==> src/rtl/some_submodule_pkg.sv <==
// Shared types and constants for the nibble-stream frame statistics unit.
package some_submodule_pkg;

    typedef enum logic [1:0] {
        IDLE  = 2'd0,
        ACCUM = 2'd1,
        DONE  = 2'd2
    } state_t;

    localparam int W_SAMPLE = 4;

    localparam logic [W_SAMPLE-1:0] MAX_RST = '0;
    localparam logic [W_SAMPLE-1:0] MIN_RST = '1;

endpackage

==> src/rtl/some_submodule_sat_add.sv <==
// Purpose: W-bit unsigned saturating adder; ovf flags a clamped result.
// Latency: combinational.
// Backpressure: none.
module sat_add #(
    parameter int W = 8
) (
    input  logic [W-1:0] x,
    input  logic [W-1:0] y,
    output logic [W-1:0] sum,
    output logic         ovf
);

    logic [W:0] full;

    assign full = {1'b0, x} + {1'b0, y};
    assign ovf  = full[W];
    assign sum  = full[W] ? {W{1'b1}} : full[W-1:0];

endmodule

==> src/rtl/some_submodule.sv <==
// Purpose: per-frame saturating sum, max, min and overflow of a 4-bit sample stream.
// Latency: results and o_done appear one edge after the edge accepting the last sample.
// Backpressure: none; every sample with a=1 is taken while collecting, gaps are free.
module some_submodule
    import some_submodule_pkg::*;
#(
    parameter int FRAME_LEN = 4,
    parameter int W_SUM     = 8
) (
    input  logic                a,
    input  logic                b,
    input  logic [W_SAMPLE-1:0] c,
    input  logic                i_clk,
    input  logic                resetn,
    output logic [W_SUM-1:0]    o_sum,
    output logic [W_SAMPLE-1:0] o_max,
    output logic [W_SAMPLE-1:0] o_min,
    output logic                o_ovf,
    output logic                o_done,
    output logic                o_busy
);

    localparam int W_CNT = $clog2(FRAME_LEN + 1);

    state_t              state;
    logic [W_SUM-1:0]    acc;
    logic [W_SAMPLE-1:0] lmax;
    logic [W_SAMPLE-1:0] lmin;
    logic                lovf;
    logic [W_CNT-1:0]    cnt;

    logic                collecting;
    logic                take;
    logic                last;
    logic [W_SUM-1:0]    acc_in;
    logic [W_SAMPLE-1:0] max_in;
    logic [W_SAMPLE-1:0] min_in;
    logic                ovf_in;
    logic [W_CNT-1:0]    cnt_in;
    logic [W_SUM-1:0]    sat_sum;
    logic                sat_ovf;
    logic [W_SUM-1:0]    acc_n;
    logic [W_SAMPLE-1:0] max_n;
    logic [W_SAMPLE-1:0] min_n;
    logic                ovf_n;
    logic [W_CNT-1:0]    cnt_n;

    // A start pulse wins in every state: the live set is rebuilt from reset values
    // and a coincident sample becomes the first sample of the new frame.
    assign collecting = b || (state == ACCUM);
    assign take       = a && collecting;

    assign acc_in = b ? '0      : acc;
    assign max_in = b ? MAX_RST : lmax;
    assign min_in = b ? MIN_RST : lmin;
    assign ovf_in = b ? 1'b0    : lovf;
    assign cnt_in = b ? '0      : cnt;

    sat_add #(
        .W (W_SUM)
    ) u_sat_add (
        .x   (acc_in),
        .y   (W_SUM'(c)),
        .sum (sat_sum),
        .ovf (sat_ovf)
    );

    always_comb begin
        acc_n = acc_in;
        max_n = max_in;
        min_n = min_in;
        ovf_n = ovf_in;
        cnt_n = cnt_in;
        if (take) begin
            acc_n = sat_sum;
            ovf_n = ovf_in | sat_ovf;
            cnt_n = cnt_in + W_CNT'(1);
            if (c > max_in) max_n = c;
            if (c < min_in) min_n = c;
        end
    end

    assign last = take && (cnt_n == W_CNT'(FRAME_LEN));

    always_ff @(posedge i_clk or negedge resetn) begin
        if (!resetn) begin
            state  <= IDLE;
            acc    <= '0;
            lmax   <= MAX_RST;
            lmin   <= MIN_RST;
            lovf   <= 1'b0;
            cnt    <= '0;
            o_sum  <= '0;
            o_max  <= MAX_RST;
            o_min  <= MIN_RST;
            o_ovf  <= 1'b0;
            o_done <= 1'b0;
            o_busy <= 1'b0;
        end else begin
            // DONE publishes the frame held in the live set; these reads see the
            // pre-edge values even if a new frame starts on this same edge.
            o_done <= (state == DONE);
            if (state == DONE) begin
                o_sum <= acc;
                o_max <= lmax;
                o_min <= lmin;
                o_ovf <= lovf;
            end

            if (collecting) begin
                acc    <= acc_n;
                lmax   <= max_n;
                lmin   <= min_n;
                lovf   <= ovf_n;
                cnt    <= cnt_n;
                state  <= last ? DONE : ACCUM;
                o_busy <= !last;
            end else begin
                state  <= IDLE;
                o_busy <= 1'b0;
            end
        end
    end

endmodule

==> config.mk <==
export PLATFORM = sky130hd
export DESIGN_NAME = some_submodule
export DESIGN_NICKNAME = d
export VERILOG_FILES = /design/src/rtl/some_submodule_pkg.sv /design/src/rtl/some_submodule_sat_add.sv /design/src/rtl/some_submodule.sv
export SDC_FILE = /design/constraint.sdc
export NUM_CORES = 1
export LEC_CHECK = 0
export CAP_MARGIN = 20
export CORE_AREA = 8 8 69 71
export DETAILED_ROUTE_END_ITERATION = 16
export DIE_AREA = 0 0 77 79
export PLACE_DENSITY = 0.9
export SYNTH_ARGS = -nofsm -noshare
export SYNTH_HDL_FRONTEND = slang
export SYNTH_SLANG_ARGS = --single-unit
==> constraint.sdc <==
create_clock -name i_clk -period 3.9 [get_ports i_clk]
set_input_delay 0.975 -clock i_clk [delete_from_list [all_inputs] [get_ports i_clk]]
set_output_delay 0.975 -clock i_clk [all_outputs]
set_load 0.05 [all_outputs]
==> summary.md <==
| Metric | Value |
|---|---|
| Wire length of the first global-routing pass | `7.00 mm` |
| # setup viols final | `0` |
| Maximum root-to-sink buffer count | `2` |
| Height of the chip | `79 microns` |
| Worst path arrival time | `3310 ps` |
| CORE AREA | `3800 sq um` |
| Number of primary I/O pins | `27` |
| Antenna diodes | `0` |
| GR Util All Layers | `0.140` |
| Run status | `completed` |
| Mean instance size in the synthesized netlist | `12.2 sq um` |
| Number of synthesized register bits | `40` |
| Crit Path Class | `in2reg` |
| Setup TNS Final | `0 ps` |
| Max Clock Skew | `7.86 ps` |
| Die footprint | `6080 sq um` |
| Clk_lat worst skew | `290 ps` |
| H-tree Lvls | `2` |
| Library cell contributing the largest single delay on the critical path | `sky130_fd_sc_hd__clkdlybuf4s50_1` |
| Routed wire per std cell | `15.8 microns` |
| Number of remaining DRC errors | `0` |
| Slowest cell delay on critical path | `660 ps` |
| Initial antenna violation count | `0` |
| TritonCTS buffer count | `5` |
| Standard-cell rows | `23` |
| # clock sinks | `40` |
| Leak pwr | `0.00112 uW` |
| Count of yosys warnings during synthesis | `0` |
| Vias per inst | `5.85` |
| Drt first-iter violations | `53` |
| Port Buffer Count | `26` |
| Fraction of final layout cells with drive strength greater than 1 | `0.227` |
| Initial cell density of the core | `0.534` |
| Resized cells post-CTS | `0` |
| Number of failing hold endpoints at the final stage | `0` |
| Number of search-and-repair iterations in the first detailed-routing pass | `4` |
| Sequential fraction of the synthesis area | `0.498` |
| Critical path capture point type | `register` |
| Nets | `218` |
| Setup repair after global routing missed its margin | `no` |
| Number of cells after detailed placement | `240` |
| Post-layout min period | `3140 ps` |
| Synthesized netlist net count | `187` |
| Cell Chain, Critical Path | `clkdlybuf4s50_1, buf_4, nor2b_1, fa_1, a21o_1, a21oi_2, nor2_1, nor4_1, a211oi_1` |
| Area growth from synthesis to layout | `20.7%` |
| CTS Root Cell | `sky130_fd_sc_hd__clkbuf_8` |
| Netlist area before placement | `2030 sq um` |
| VDD IR-drop max | `0.000288 V` |
| Total vias in the final route | `1,450` |
| Synthesized instance count | `166` |
| Sum of overflow across all layers after global routing | `0` |
| CP required | `4070 ps` |
| Clk pin slew, worst setup/hold paths | `70 ps` |
| Critical path fanouts, max | `9` |
| Fill cells | `311` |
| Max capacitance violation total | `0` |
| Period utilization | `0.805` |
| Die W | `77 microns` |
| Measured slew at the worst slew-check pin | `915 ps` |
| Count of nets left with antenna violations after detail routing | `0` |
| Non-filler instance count after layout | `248` |
| Total power divided by cell area | `375 nW/um^2` |
| Pin count of the biggest net entering global routing | `41` |
| Type of the worst min-delay path | `reg2reg` |
| Post CTS Setup Buffer Count | `0` |
| Final WL | `3.93 mm` |
| Number of different library cells in the post-synthesis netlist | `41` |
| Number of global-route vias before repair | `1,508` |
| Half-perimeter wire length after detailed placement | `2.76 mm` |
| Relative slew slack | `0.390` |
| Max-slew violation total from the final report | `0` |
| F_max | `0.319 GHz` |
| Final RePlAce weighted congestion | `0.875` |
| Critical path launch point type | `input pin` |
| TritonCTS clock tree | `yes` |
| Hold bufs inserted after CTS | `0` |
-- per-layer routing --
metal | wire [microns] | part of all wire | vias to the layer above | global-route usage
met1 | 1690 | 0.43 | 725 | 0.157
met4 | 46 | 0.012 | 0 | 0.0396
met5 | 0 | 0 | - | 0
met3 | 207 | 0.053 | 5 | 0.0429
met2 | 1980 | 0.50 | 42 | 0.251
li1 | - | - | 678 | -
-- area by class of cell --
cell class                 count  area [sq um]  share of cell area
clock buffer                   6          72.6              0.0296
clock inverter                 2          35.0              0.0143
tap                           50          62.6              0.0255
inverter                       6          22.5             0.00920
multi-input combinational    116           975               0.398
timing repair buffer          28           270               0.110
sequential                    40          1010               0.413
-- cell families (layout without fill, tap and decap cells) --
group,Yosys count,after routing,synth area share
multiplexers,17,17,0.0944
buffers and inverters,10,42,0.0210
AO/OA/AOI/OAI,41,41,0.159
flip-flops,40,40,0.498
adder cells (fa/ha/maj),13,13,0.0839
XOR/XNOR,3,3,0.0130
AND/OR/NAND/NOR,42,42,0.131
-- cell usage in the layout (no fill, tap or decap), types with 3 or more instances in the layout --
master                             n
sky130_fd_sc_hd__o21ai_1           3
sky130_fd_sc_hd__a32o_1            3
sky130_fd_sc_hd__clkdlybuf4s50_1  25
sky130_fd_sc_hd__inv_1             6
sky130_fd_sc_hd__a221o_1           4
sky130_fd_sc_hd__nor2_1            6
sky130_fd_sc_hd__a21oi_1           6
sky130_fd_sc_hd__clkbuf_8          5
sky130_fd_sc_hd__dfstp_2           8
sky130_fd_sc_hd__nand2_1           9
sky130_fd_sc_hd__ha_1             12
sky130_fd_sc_hd__dfrtp_1          32
sky130_fd_sc_hd__o22a_1            3
sky130_fd_sc_hd__nor2b_1          12
sky130_fd_sc_hd__mux2_2           17
sky130_fd_sc_hd__nor3b_2           3
-- Yosys cell counts (all sizes together) --
library cell / count / area [sq um]
dfrtp: 32 / 801
mux2: 17 / 191
nor2b: 14 / 103
ha: 12 / 150
nand2: 9 / 33.8
dfstp: 8 / 210
a21oi: 7 / 38.8
inv: 6 / 22.5
nor2: 6 / 22.5
o21ai: 6 / 33.8
a221o: 4 / 40.0
buf: 4 / 20.0
a211oi: 3 / 27.5
a32o: 3 / 30.0
nor3b: 3 / 37.5
o22a: 3 / 26.3
a211o: 2 / 17.5
a21o: 2 / 15.0
a31oi: 2 / 12.5
and3: 2 / 12.5
and4: 2 / 17.5
nor3: 2 / 10.0
o21a: 2 / 15.0
o31ai: 2 / 15.0
xnor2: 2 / 17.5
a22o: 1 / 8.76
fa: 1 / 20.0
nand2b: 1 / 6.26
nand3: 1 / 5.00
nand3b: 1 / 11.3
nor4: 1 / 6.26
o211ai: 1 / 7.51
o21bai: 1 / 7.51
o32a: 1 / 10.0
o32ai: 1 / 16.3
xor2: 1 / 8.76
-- state kept, by name (all words and copies together) (netlist names), 2 cells and up --
| register | cells |
|---|---|
| state | 2 |
| o_min | 4 |
| lmin | 4 |
| o_max | 4 |
| lmax | 4 |
| cnt | 3 |
| o_sum | 8 |
| acc | 8 |
-- power by group --
group	total (uW)	switching, uW	internal [uW]
Sequential	457	16.3	441
Clock	328	138	190
Combinational	133	73.6	58.9
Total	917	228	690
-- per-stage QoR --
stage                     hold WS (ps)  power [uW]  cell area (sq um)   util  setup WS [ps]
after floorplan                    473         549               2030      -            943
after global placement             463         589               2340  0.616            536
after detailed placement           471         594               2340  0.616            483
after CTS                          488         925               2450  0.645            784
after global routing               528         964               2450  0.645            628
final                              482         917               2450  0.645            761
-- path summary, 6_finish.rpt --
check,slack (ps),end,startpoint,depth (start not counted)
worst max-delay path,760,acc[7]$_DFFE_PN0P_,b,9
worst min-delay path,480,o_ovf$_DFFE_PN0P_,o_ovf$_DFFE_PN0P_,2
max in group asynchronous,2550,acc[5]$_DFFE_PN0P_,resetn,1
min in group asynchronous,790,o_sum[6]$_DFFE_PN0P_,resetn,1
worst max register to register,1670,acc[7]$_DFFE_PN0P_,acc[0]$_DFFE_PN0P_,8
worst min register to register,480,o_ovf$_DFFE_PN0P_,o_ovf$_DFFE_PN0P_,2
-- worst max-delay path: cells and delay by family --
| family | cells | cell delay [ps] |
|---|---|---|
| AOI/OAI and AO/OA | 3 | 530 |
| adders and majority gates | 1 | 440 |
| buffers and inverters | 2 | 890 |
| and+or+nand+nor | 3 | 470 |
Power figures use the tool's default switching activity.
